$ cat src/rtl/lsu_pkg.sv
// Shared definitions for the memory-stage load/store unit: funct3 encodings,
// FSM state type and the store byte-enable helper.
package lsu_pkg;

  localparam logic [2:0] LB  = 3'b000;
  localparam logic [2:0] LH  = 3'b001;
  localparam logic [2:0] LW  = 3'b010;
  localparam logic [2:0] LBU = 3'b100;
  localparam logic [2:0] LHU = 3'b101;
  localparam logic [2:0] SB  = 3'b000;
  localparam logic [2:0] SH  = 3'b001;
  localparam logic [2:0] SW  = 3'b010;

  typedef enum logic [1:0] {
    StIdle,
    StReq,
    StWait,
    StDone
  } lsu_state_e;

  // Lane mask for a store of the size encoded in funct3[1:0].
  function automatic logic [3:0] lsu_be(input logic [2:0] funct3, input logic [1:0] addr_lo);
    logic [3:0] be;
    case (funct3[1:0])
      2'b00:   be = 4'b0001 << addr_lo;
      2'b01:   be = 4'b0011 << addr_lo;
      default: be = 4'b1111;
    endcase
    return be;
  endfunction

endpackage

$ cat src/rtl/load_align.sv
// Selects the addressed byte/halfword lane of a bus read word and
// sign- or zero-extends it to 32 bits.
module load_align
  import lsu_pkg::*;
(
  input  logic [31:0] i_rdata,
  input  logic [1:0]  i_addr_lo,
  input  logic [2:0]  i_funct3,
  output logic [31:0] o_data
);

  logic [7:0]  w_byte;
  logic [15:0] w_half;

  always_comb begin
    w_byte = 8'h00;
    unique case (i_addr_lo)
      2'd0: w_byte = i_rdata[7:0];
      2'd1: w_byte = i_rdata[15:8];
      2'd2: w_byte = i_rdata[23:16];
      2'd3: w_byte = i_rdata[31:24];
    endcase
    w_half = i_addr_lo[1] ? i_rdata[31:16] : i_rdata[15:0];
  end

  always_comb begin
    case (i_funct3)
      LB:      o_data = {{24{w_byte[7]}}, w_byte};
      LH:      o_data = {{16{w_half[15]}}, w_half};
      LBU:     o_data = {24'h000000, w_byte};
      LHU:     o_data = {16'h0000, w_half};
      default: o_data = i_rdata;
    endcase
  end

endmodule

$ cat src/rtl/load_store_unit.sv
// Memory-stage load/store unit: one bus transaction per MEM access, with the
// pipeline stalled from acceptance until the response has been consumed.
module load_store_unit
  import lsu_pkg::*;
#(
  parameter int unsigned ADDR_W = 32
) (
  input  logic              clk,
  input  logic              rst,
  input  logic              memaccessm,
  input  logic              memwritem,
  input  logic [2:0]        funct3m,
  input  logic [ADDR_W-1:0] addrm,
  input  logic [31:0]       writedatam,
  output logic [31:0]       readdatam,
  output logic              stallm,
  output logic              faultm,
  output logic              bus_req,
  output logic              bus_we,
  output logic [ADDR_W-1:0] bus_addr,
  output logic [3:0]        bus_be,
  output logic [31:0]       bus_wdata,
  input  logic              bus_gnt,
  input  logic              bus_rvalid,
  input  logic [31:0]       bus_rdata
);

  lsu_state_e r_state, w_state_next;

  logic [ADDR_W-1:0] r_addr;
  logic [2:0]        r_funct3;
  logic              r_we;
  logic [3:0]        r_be;
  logic [31:0]       r_wdata;
  logic [31:0]       r_readdata;

  logic        w_legal;
  logic        w_accept;
  logic        w_capture;
  logic [3:0]  w_be;
  logic [31:0] w_wdata;
  logic [31:0] w_load_ext;

  // Unsigned-size stores do not exist, so funct3[2] is only legal for loads.
  always_comb begin
    w_legal = 1'b0;
    case (funct3m)
      LB, LBU: w_legal = !(memwritem && funct3m[2]);
      LH, LHU: w_legal = !addrm[0] && !(memwritem && funct3m[2]);
      LW:      w_legal = (addrm[1:0] == 2'b00);
      default: w_legal = 1'b0;
    endcase
  end

  always_comb begin
    w_be = memwritem ? lsu_be(funct3m, addrm[1:0]) : 4'b1111;
    case (funct3m[1:0])
      2'b00:   w_wdata = {4{writedatam[7:0]}};
      2'b01:   w_wdata = {2{writedatam[15:0]}};
      default: w_wdata = writedatam;
    endcase
  end

  always_comb begin
    w_state_next = r_state;
    w_accept     = 1'b0;
    w_capture    = 1'b0;
    stallm       = 1'b0;
    faultm       = 1'b0;
    bus_req      = 1'b0;
    unique case (r_state)
      StIdle: begin
        if (memaccessm) begin
          if (w_legal) begin
            w_accept     = 1'b1;
            stallm       = 1'b1;
            w_state_next = StReq;
          end else begin
            faultm = 1'b1;
          end
        end
      end
      StReq: begin
        stallm  = 1'b1;
        bus_req = 1'b1;
        if (bus_gnt) w_state_next = StWait;
      end
      StWait: begin
        stallm = 1'b1;
        if (bus_rvalid) begin
          w_capture    = !r_we;
          w_state_next = StDone;
        end
      end
      StDone: w_state_next = StIdle;
      default: w_state_next = StIdle;
    endcase
  end

  load_align u_load_align (
    .i_rdata   (bus_rdata),
    .i_addr_lo (r_addr[1:0]),
    .i_funct3  (r_funct3),
    .o_data    (w_load_ext)
  );

  always_ff @(posedge clk) begin
    if (rst) begin
      r_state    <= StIdle;
      r_addr     <= '0;
      r_funct3   <= 3'b000;
      r_we       <= 1'b0;
      r_be       <= 4'b0000;
      r_wdata    <= 32'h0;
      r_readdata <= 32'h0;
    end else begin
      r_state <= w_state_next;
      if (w_accept) begin
        r_addr   <= addrm;
        r_funct3 <= funct3m;
        r_we     <= memwritem;
        r_be     <= w_be;
        r_wdata  <= w_wdata;
      end
      if (w_capture) r_readdata <= w_load_ext;
    end
  end

  assign bus_we    = r_we;
  assign bus_addr  = {r_addr[ADDR_W-1:2], 2'b00};
  assign bus_be    = r_be;
  assign bus_wdata = r_wdata;
  // A faulting access reports zero without disturbing the held load result.
  assign readdatam = faultm ? 32'h0 : r_readdata;

endmodule

$ cat config.mk
export PLATFORM = sky130hd
export DESIGN_NAME = load_store_unit
export DESIGN_NICKNAME = d
export VERILOG_FILES = /design/src/rtl/lsu_pkg.sv /design/src/rtl/load_align.sv /design/src/rtl/load_store_unit.sv
export SDC_FILE = /design/constraint.sdc
export NUM_CORES = 1
export LEC_CHECK = 0
export ABC_CLOCK_PERIOD_IN_PS = 3250
export BUFFER_PORTS_ARGS = -buffer_cell sky130_fd_sc_hd__buf_2
export CORE_MARGIN = 2
export CORE_UTILIZATION = 52
export DETAILED_ROUTE_END_ITERATION = 8
export PLACE_DENSITY = 0.85
export RECOVER_POWER = 50
export SYNTH_ARGS = -nofsm -noshare
export SYNTH_HDL_FRONTEND = slang
export SYNTH_SLANG_ARGS = --single-unit
$ cat constraint.sdc
create_clock -name clk -period 3.25 [get_ports clk]
set_input_delay 0.325 -clock clk [delete_from_list [all_inputs] [get_ports clk]]
set_output_delay 0.325 -clock clk [all_outputs]
set_load 0.1 [all_outputs]
==> flow_metrics.env <==
export IMPL_syn_area_um2=5107
export IMPL_multi_input_area_um2=2507
export IMPL_rsz0062_at_grt="false"
export IMPL_start_util_pct=52.99
export IMPL_endpoint_kind="output pin"
export IMPL_min_period_over_period_pct=77.90
export IMPL_hold_end="r_addr[3]"
export IMPL_rr_worst_depth=7
export IMPL_synth_top_cell_area_share_pct=41.55
export IMPL_cts_setup_buffers=0
export IMPL_viasPerCell=5.415
export IMPL_cpMostUsedCell="buf_2"
export IMPL_hold_viol_final=0
export IMPL_dp_cells=918
export IMPL_clock_latency_ns=0.37
export IMPL_timing_hold_ws_ns=0.1743
export IMPL_grt_pass1_vias=4550
export IMPL_fmax_ghz=0.3950
export IMPL_post_cts_resized=0
export IMPL_setup_viol=0
export IMPL_crit_slowest_cell="or4_4"
export IMPL_fin_util_pct=62.56
export IMPL_synth_async_reset_ratio_pct=0
export IMPL_slew_viol_final=0
export IMPL_synth_warnings=0
export IMPL_grt_max_degree=89
export IMPL_cp_top_family="buffers and inverters"
export IMPL_period_needed_ns=2.532
export IMPL_diodes=0
export IMPL_outcome="finished clean"
export IMPL_slowest_delay_ns=0.63
export IMPL_clockBufferDepth=2
export IMPL_clk_pin_slew_ns=0.11
export IMPL_io_buffer_count=206
export IMPL_worstReg2RegEnd="bus_wdata[22]"
export IMPL_crit_type="input pin to output pin"
export IMPL_drt_iter0_drc=163
export IMPL_core_area_um2=9639
export IMPL_crit_buf_inv=3
export IMPL_path_cells="buf_2, or4_4, nand2_1, nor2_2, buf_4, nor2b_1, buf_2"
export IMPL_drive_above_1_share_pct=21.60
export IMPL_drt_total_wl_mm=13.70
export IMPL_synth_cell_types=38
export IMPL_rows=36
export IMPL_fin_skew_ns=0.008217
export IMPL_htreeDepth=3
export IMPL_hold_start="addrm[3]"
export IMPL_ir_drop_v=0.0005715
export IMPL_worstMarginPinSlew_ns=1.202
export IMPL_grt_pass1_wl_mm=21.17
export IMPL_synth_area_leaders="dfxtp_1 42%, nand2_1 11%, a21oi_1 6.9%"
export IMPL_ff_latch_area_um2=2122
export IMPL_cts_sinks=106
export IMPL_required_ns=2.92
export IMPL_synth_seq_area_share_pct=41.55
export IMPL_slew_headroom_pct=20.24
export IMPL_avgSynthCellArea_um2=7.821
export IMPL_layout_common_cells="147 x nand2_1, 138 x buf_2, 106 x dfxtp_1"
export IMPL_synth_edf_count=0
export IMPL_critPathArrivalTime_ns=2.21
export IMPL_num_io_pins=209
export IMPL_worstHoldPathCells=3
export IMPL_rr_startpoint="r_state[0]"
export IMPL_synth_seq_cells=106
export IMPL_via_count=5058
export IMPL_crit_fanout=33
export IMPL_cts_made_buffers=9
export IMPL_drc=0
export IMPL_hold_path_class="input pin to register"
export IMPL_tritoncts="built"
export IMPL_p_leak_nw=2.449
export IMPL_cap_violations=0
export IMPL_ff2ff_setup_slack_ns=1.06
export IMPL_area_delta_synth_final_pct=18.08
export IMPL_fp_dieH_um=103.1
export IMPL_die_w_um=103.1
export IMPL_gr_total_overflow=0
export IMPL_ant_nets=0
export IMPL_yosysTopAreaCell="dfxtp_1"
export IMPL_wl_per_cell_um=14.66
export IMPL_gp_congestion=0.9037
export IMPL_crit_cells=7
export IMPL_firstDrtPassIters=5
export IMPL_startpoint_type="input pin"
export IMPL_fillCellCount=915
export IMPL_final_nets=906
export IMPL_power_density_nw_per_um2=677.5
export IMPL_synthesis_instances=653
export IMPL_die_area_um2=10630
export IMPL_hold_buffers=0
export IMPL_place_detailed_hpwl_mm=9.848
export IMPL_layout_commonest_cell="nand2_1"
export IMPL_grt_total_usage_pct=24.98
export IMPL_layoutNonFillerInstCount=934
export IMPL_antenna_found_initial=0
export IMPL_cts_root_buffer="clkbuf_8"
export IMPL_synthFlopType="dfxtp_1"
-- report_power, final --
| part | total [W] | internal (W) | switching [W] |
|---|---|---|---|
| logic | 0.00173 | 0.000303 | 0.00142 |
| clock network | 0.000837 | 0.000363 | 0.000474 |
| registers | 0.00152 | 0.00144 | 0.0000808 |
| total | 0.00409 | 0.00211 | 0.00198 |
-- per-layer routing --
layer	vias up	wire, µm	track usage [%]
li1	2477	-	-
met1	2330	5632	30.89
met2	224	6646	41.56
met3	27	1127	6.034
met4	0	290	10.63
met5	-	0	0
-- flip-flops by register name, indices dropped and copies added, names as in the netlist --
name and flops:
bus_wdata 32, r_readdata 32, bus_we 1, r_state 2
bus_be 4, r_funct3 3, r_addr 32
-- Yosys cell counts, drive strengths merged, types with 2 or more instances --
library cell  count
a31oi             8
o22ai             2
a21o              2
inv               9
o31a              2
mux2              2
a21oi            71
o211ai            8
nand2           147
nor3             14
a211oi           20
buf              50
o221a             7
o21ai            35
clkbuf           32
ha                5
nand2b            2
dfxtp           106
a311oi            8
nor2b            34
nand3b            8
mux2i            26
nor2             44
-- worst min-delay path: cells and delay by family --
kind | cells | cell delay, ns
AOI/OAI and AO/OA | 1 | 0.05
buffers and inverters | 1 | 0.09
and+or+nand+nor | 1 | 0.04
-- layout make-up --
type                       count  share of cell area, %
multi-input combinational    456                  41.58
timing repair buffer         213                  16.49
clock buffer                   9                  2.054
sequential                   106                  35.19
tap                          133                  2.759
clock inverter                 7                  1.307
inverter                      10                 0.6224
-- cells by family (layout without fill, tap and decap cells) --
family / Yosys count / after routing / synth area share, %
flops: 106 / 106 / 41.55
fa+ha+maj: 5 / 5 / 1.225
compound gates: 168 / 168 / 20.41
other cells: 1 / 2 / 0.07342
mux: 28 / 28 / 5.536
simple gates: 253 / 253 / 21.70
buf+inv: 92 / 239 / 9.505
-- how the worst max path moves through the flow --
| stage | start | to | slack [ns] |
|---|---|---|---|
| global placement | funct3m[0] | readdatam[8] | 0.76 |
| floorplan | funct3m[0] | readdatam[22] | -0.29 |
| finish | funct3m[0] | readdatam[8] | 0.72 |
| detailed placement | funct3m[0] | bus_wdata[14] | 0.69 |
| global route | r_state[0] | readdatam[19] | 0.57 |
| CTS | funct3m[0] | readdatam[18] | 0.72 |
-- stage by stage --
stage / area [µm²] / power (W) / setup slack, ns / setup TNS (ns)
floorplan: 5111 / 0.003031 / -0.2867 / -2.580
global placement: 5917 / 0.003265 / 0.7616 / 0
global route: 6031 / 0.004272 / 0.5739 / 0
detailed placement: 5917 / 0.003299 / 0.6946 / 0
CTS: 6120 / 0.004128 / 0.7197 / 0
finish: 6031 / 0.004086 / 0.7181 / 0
Power figures use the tool's default switching activity.
